## config.mk

```make
export PLATFORM = sky130hd
export DESIGN_NAME = bus_read_arbiter
export DESIGN_NICKNAME = d
export VERILOG_FILES = /design/src/rtl/bus_read_arbiter.sv
export SDC_FILE = /design/constraint.sdc
export NUM_CORES = 1
export LEC_CHECK = 0
export ABC_AREA = 1
export CORE_AREA = 2 2 107 109
export DETAILED_ROUTE_END_ITERATION = 8
export DIE_AREA = 0 0 109 111
export GPL_TIMING_DRIVEN = 0
export PLACE_DENSITY = 0.86
export SLEW_MARGIN = 20
export SYNTH_ARGS = -nofsm -noshare
export SYNTH_HDL_FRONTEND = slang
export SYNTH_SLANG_ARGS = --single-unit
```

## constraint.sdc

```tcl
create_clock -name clk -period 1.9 [get_ports clk]
set_clock_uncertainty 0.2 [all_clocks]
set_input_delay 0.285 -clock clk [delete_from_list [all_inputs] [get_ports clk]]
set_output_delay 0.285 -clock clk [all_outputs]
set_load 0.1 [all_outputs]
```

## src/rtl/bus_read_arbiter.sv

```systemverilog
// Round-robin arbiter sharing one memory read port between instruction and data reads.
// One read in flight: grant -> address phase -> data phase. Memory stalls and owner back-pressure hold the current phase.
module bus_read_arbiter #(
  parameter int BUS_WIDTH = 32,
  parameter int CNT_WIDTH = 16
) (
  input  logic                 clk,
  input  logic                 rst,
  input  logic                 ir_addr_valid,
  output logic                 ir_addr_ready,
  input  logic [BUS_WIDTH-1:0] ir_addr,
  output logic                 ir_data_valid,
  input  logic                 ir_data_ready,
  output logic [BUS_WIDTH-1:0] ir_data,
  input  logic                 dr_addr_valid,
  output logic                 dr_addr_ready,
  input  logic [BUS_WIDTH-1:0] dr_addr,
  output logic                 dr_data_valid,
  input  logic                 dr_data_ready,
  output logic [BUS_WIDTH-1:0] dr_data,
  output logic                 mem_addr_valid,
  input  logic                 mem_addr_ready,
  output logic [BUS_WIDTH-1:0] mem_addr,
  input  logic                 mem_data_valid,
  output logic                 mem_data_ready,
  input  logic [BUS_WIDTH-1:0] mem_data,
  output logic [CNT_WIDTH-1:0] ir_count,
  output logic [CNT_WIDTH-1:0] dr_count
);

  typedef enum logic [1:0] {IDLE, ADDR, DATA} state_t;
  typedef enum logic {IR, DR} req_t;

  state_t               state, state_nxt;
  req_t                 owner, last;
  logic [BUS_WIDTH-1:0] addr_q;
  logic                 grant_ir, grant_dr;
  logic                 data_hs;

  // On a tie the requester that did not win last time gets the port.
  assign grant_ir = ir_addr_valid && (!dr_addr_valid || last == DR);
  assign grant_dr = dr_addr_valid && !grant_ir;
  assign data_hs  = (state == DATA) && mem_data_valid && mem_data_ready;

  assign mem_addr = addr_q;
  assign ir_data  = (owner == IR) ? mem_data : '0;
  assign dr_data  = (owner == DR) ? mem_data : '0;

  // Every handshake output is gated by rst so nothing is accepted or forwarded in a reset cycle.
  always_comb begin
    state_nxt      = state;
    ir_addr_ready  = 1'b0;
    dr_addr_ready  = 1'b0;
    mem_addr_valid = 1'b0;
    mem_data_ready = 1'b0;
    ir_data_valid  = 1'b0;
    dr_data_valid  = 1'b0;
    if (!rst) begin
      case (state)
        IDLE: begin
          ir_addr_ready = grant_ir;
          dr_addr_ready = grant_dr;
          if (grant_ir || grant_dr) state_nxt = ADDR;
        end
        ADDR: begin
          mem_addr_valid = 1'b1;
          if (mem_addr_ready) state_nxt = DATA;
        end
        DATA: begin
          mem_data_ready = (owner == IR) ? ir_data_ready : dr_data_ready;
          ir_data_valid  = (owner == IR) && mem_data_valid;
          dr_data_valid  = (owner == DR) && mem_data_valid;
          if (mem_data_valid && mem_data_ready) state_nxt = IDLE;
        end
        default: state_nxt = IDLE;
      endcase
    end
  end

  always_ff @(posedge clk) begin
    if (rst) begin
      state    <= IDLE;
      owner    <= IR;
      last     <= DR;
      addr_q   <= '0;
      ir_count <= '0;
      dr_count <= '0;
    end else begin
      state <= state_nxt;
      if (state == IDLE && (grant_ir || grant_dr)) begin
        addr_q <= grant_ir ? ir_addr : dr_addr;
        owner  <= grant_ir ? IR : DR;
      end
      if (data_hs) begin
        last <= owner;
        if (owner == IR) ir_count <= ir_count + 1'b1;
        else             dr_count <= dr_count + 1'b1;
      end
    end
  end

endmodule

```

==> impl_table.tex <==
\begin{tabular}{lr}
\hline
Metric & Value \\
\hline
\multicolumn{2}{l}{\textbf{Status}} \\
\quad Status & complete, but fails checks \\
\quad Violations in the final reports & setup timing \\
\multicolumn{2}{l}{\textbf{Die}} \\
\quad Die outline area & 12100 um\^{}2 \\
\quad Initial Utilization & 0.367 \\
\quad Number of top-level pins & 238 \\
\quad Die boundary height & 111 um \\
\quad Row count & 39 \\
\quad Core ar. & 11100 um\^{}2 \\
\quad Width of the die & 109 um \\
\multicolumn{2}{l}{\textbf{Worst setup path}} \\
\quad Category of the critical setup timing path & flop to primary output \\
\quad Critical Path AT & 1.42 ns \\
\quad Slowest CP cell & dfxtp\_4 \\
\quad CP max stage delay & 0.42 ns \\
\quad Maximum net fanout on the critical path & 6 \\
\quad Required arrival time at the worst endpoint & 1.41 ns \\
\quad Cell-by-cell listing of the critical path & clkbuf\_16 > clkbuf\_16 > nand2\_4 > clkinvlp\_4 > buf\_12 \\
\quad Launch point of the worst reg-to-reg path & owner \\
\quad Endpoint class of the critical path & primary output \\
\quad Most frequent cell on the critical path & clkbuf\_16 \\
\quad Element type at the critical path start & flop \\
\quad Launch point of the worst path & owner \\
\multicolumn{2}{l}{\textbf{Layout}} \\
\quad Layout cell share with drive strength beyond 1 & 0.350 \\
\quad Fill cells & 716 \\
\quad Commonest non-fill, non-tap cells in the layout & nand2\_1 (169), inv\_1 (101), clkdlybuf4s50\_1 (100), clkdlybuf4s15\_2 (65) \\
\quad Area Overhead vs Synth & 114\% \\
\quad Most common library cell in the layout ignoring fill and taps & nand2\_1 \\
\quad Core Util, Final & 0.787 \\
\quad Seq. cell area & 1420 um\^{}2 \\
\quad Final net count & 1046 \\
\quad Multi-input gate area in the final layout & 2540 um\^{}2 \\
\multicolumn{2}{l}{\textbf{Global routing}} \\
\quad Overall routing resource usage & 0.286 \\
\quad Antenna violations before repair & 1 \\
\quad Gr ovfl total & 0 \\
\quad Largest net degree at the start of global routing & 12 \\
\quad Number of global-route vias before repair & 5236 \\
\quad First-pass GRT wire length & 27.2 mm \\
\multicolumn{2}{l}{\textbf{Timing}} \\
\quad Minimum clock period after layout & 1.91 ns \\
\quad Final worst-path setup slack & -0.00979 ns \\
\quad Pins over their slew limit & 0 \\
\quad Fin crit share & 1.01 \\
\quad Fin Hold WS & 0.256 ns \\
\quad Max Fclk & 524 MHz \\
\quad Slew @ Worst Pin & 0.587 ns \\
\quad Final count of negative-setup-slack endpoints & 7 \\
\quad Setup repair after global routing missed its margin & yes \\
\quad Number of hold-slack violations in the final timing report & 0 \\
\quad Relative slew margins & 0.608 \\
\multicolumn{2}{l}{\textbf{Clock tree}} \\
\quad Max Buffers Root-to-Sink & 2 \\
\quad Clock insertion delay at the later pin of the skew report & 0.32 ns \\
\quad Clock tree from TritonCTS & done \\
\quad Register clock-pin slew on the reported worst setup and hold paths & 0.05 ns \\
\quad Clock H-tree levels & 3 \\
\quad Sinks on Clock Net & 68 \\
\quad Post-CTS Hold Buffers & 0 \\
\quad Root buf cell & clkbuf\_16 \\
\quad Clock buffer count from CTS & 9 \\
\multicolumn{2}{l}{\textbf{Routing}} \\
\quad Post-route met1 wirelength & 6.29 mm \\
\quad Met3 routed wirelength & 1.86 mm \\
\quad Metal2 WL & 8.40 mm \\
\quad DR vias & 5279 \\
\quad Uppermost layer routed & met4 \\
\quad Routed WL & 17.1 mm \\
\quad Starting DRT DRC Count & 286 \\
\quad Number of routed nets with antenna violations & 0 \\
\quad Drt first pass iters & 5 \\
\quad Average wire per cell in the routed design & 15.7 um \\
\quad Remaining design rule violation count & 0 \\
\quad Via-per-instance ratio & 4.85 \\
\multicolumn{2}{l}{\textbf{Synthesis}} \\
\quad Average size of a mapped cell & 5.99 um\^{}2 \\
\quad Mapped Cells & 678 \\
\quad Most area-consuming cells after synthesis & dfxtp\_1 (34\%), nand2\_1 (19\%), inv\_1 (12\%), nor2\_1 (8.5\%), nand3\_1 (7.6\%) \\
\quad Yosys reg bits & 68 \\
\quad Post-synth cell types & 29 \\
\quad Synthesized Nets & 784 \\
\quad Synth area leader & dfxtp\_1 \\
\quad Count of warnings emitted by yosys & 0 \\
\quad Area of the mapped netlist & 4060 um\^{}2 \\
\quad Proportion of netlist area held by the largest area contributor & 0.335 \\
\quad Register area share after synthesis & 0.335 \\
\multicolumn{2}{l}{\textbf{Place}} \\
\quad Weighted congestion at the end of routability-driven global placement & 0.862 \\
\quad \# port buffers & 237 \\
\quad Pre-CTS setup slack & -1.46 ns \\
\quad Detailed placer's ending HPWL & 11.4 mm \\
\multicolumn{2}{l}{\textbf{Min path}} \\
\quad Min-Delay Path Class & input port to flop \\
\quad Critical hold path startpoint & ir\_addr\_valid \\
\multicolumn{2}{l}{\textbf{Power}} \\
\quad Power density of the placed cells & 719 nW/um\^{}2 \\
\quad VDD IR-drop max & 0.000496 V \\
\quad Leakage power figure & 3.81 nW \\
\quad Post-layout total power & 6.27 mW \\
\multicolumn{2}{l}{\textbf{Run}} \\
\quad Total of max-cap violations & 0 \\
\hline
\end{tabular}
## routing by layer
metal  up-vias  GRT usage
li1       2603          -
met2       285      0.498
met4         0      0.118
met3        38      0.103
met5         -          0
met1      2353      0.308
## worst max-delay path: cells and delay by family (launching register included)
kind	cells	cell delay (ns)
flops	1	0.42
simple gates	1	0.06
buf+inv	4	0.60
## cell type report
type,count,area share
Antenna cell,1,0.000287
Clock buffer,15,0.0307
Tap cell,143,0.0205
Sequential cell,68,0.162
Multi-Input combinational cell,443,0.292
Buffer,28,0.0349
Inverter,137,0.0738
Timing Repair Buffer,253,0.382
Clock inverter,1,0.00345
## worst paths after layout
| kind | end | slack (ns) | cells after the start |
|---|---|---|---|
| worst max register to register | dr_count[5] | 0.10 | 8 |
| worst min-delay path | state[0] | 0.26 | 3 |
| worst min register to register | mem_addr[10] | 0.30 | 2 |
| worst max-delay path | dr_data[24] | -0.01 | 5 |
## cells in the mapped netlist
| cell type | number |
|---|---|
| nand2_2 | 2 |
| clkinv_2 | 1 |
| nand3_1 | 62 |
| dfxtp_1 | 68 |
| o21ai_0 | 3 |
| nor4_1 | 1 |
| o21bai_2 | 2 |
| nand4_1 | 9 |
| xor2_1 | 1 |
| ha_1 | 2 |
| nor2_2 | 3 |
| buf_1 | 2 |
| nor2_4 | 2 |
| nand2_1 | 201 |
| buf_2 | 10 |
| o21ai_2 | 2 |
| inv_2 | 5 |
| nand3b_1 | 1 |
| xnor2_1 | 3 |
| inv_1 | 131 |
| a221oi_1 | 1 |
| a21oi_1 | 18 |
| nand3_4 | 1 |
| buf_4 | 2 |
| o211ai_1 | 32 |
| buf_6 | 3 |
| nor3_1 | 5 |
| nor2_1 | 92 |
| clkbuf_1 | 13 |
## state kept, by name (all words and copies together), names as in the netlist
name / flops
ir_count: 16
dr_count: 16
last: 1
mem_addr: 32
owner: 1
state: 2
## cells by family after synthesis
| family | count (synthesis) | share of synthesized area |
|---|---|---|
| and+or+nand+nor | 379 | 0.388 |
| DFF | 68 | 0.335 |
| xor gates and xnor gates | 4 | 0.00862 |
| adders and majority gates | 2 | 0.00616 |
| buffers and inverters | 167 | 0.165 |
| AOI/OAI and AO/OA | 58 | 0.0970 |
## where the power goes
part           switching [mW]  internal [mW]  total (mW)  leakage [nW]
registers              0.0651           1.51        1.58         0.572
clock network           0.580           1.09        1.67         0.144
logic                    2.02           1.00        3.02          3.09
## stage by stage
step | instance area, um^2 | cells | TNS [ns]
global route | 8710 | 1089 | -0.852
global placement | 7100 | 1058 | -84.93
floorplan | 4550 | 678 | -1.31
finish | 8710 | 1089 | -0.0330
CTS | 8650 | 1086 | -0.469
detailed placement | 7100 | 1058 | -85.48
## what timing repair did
action,in CTS,in global routing
setup endpoints to repair,138,79
gates resized for setup,894,12
hold endpoints to repair,0,0
gates cloned,8,0
buffers inserted,5,3
pin swaps,26,5
No activity file was read; power rests on OpenSTA's default activity.
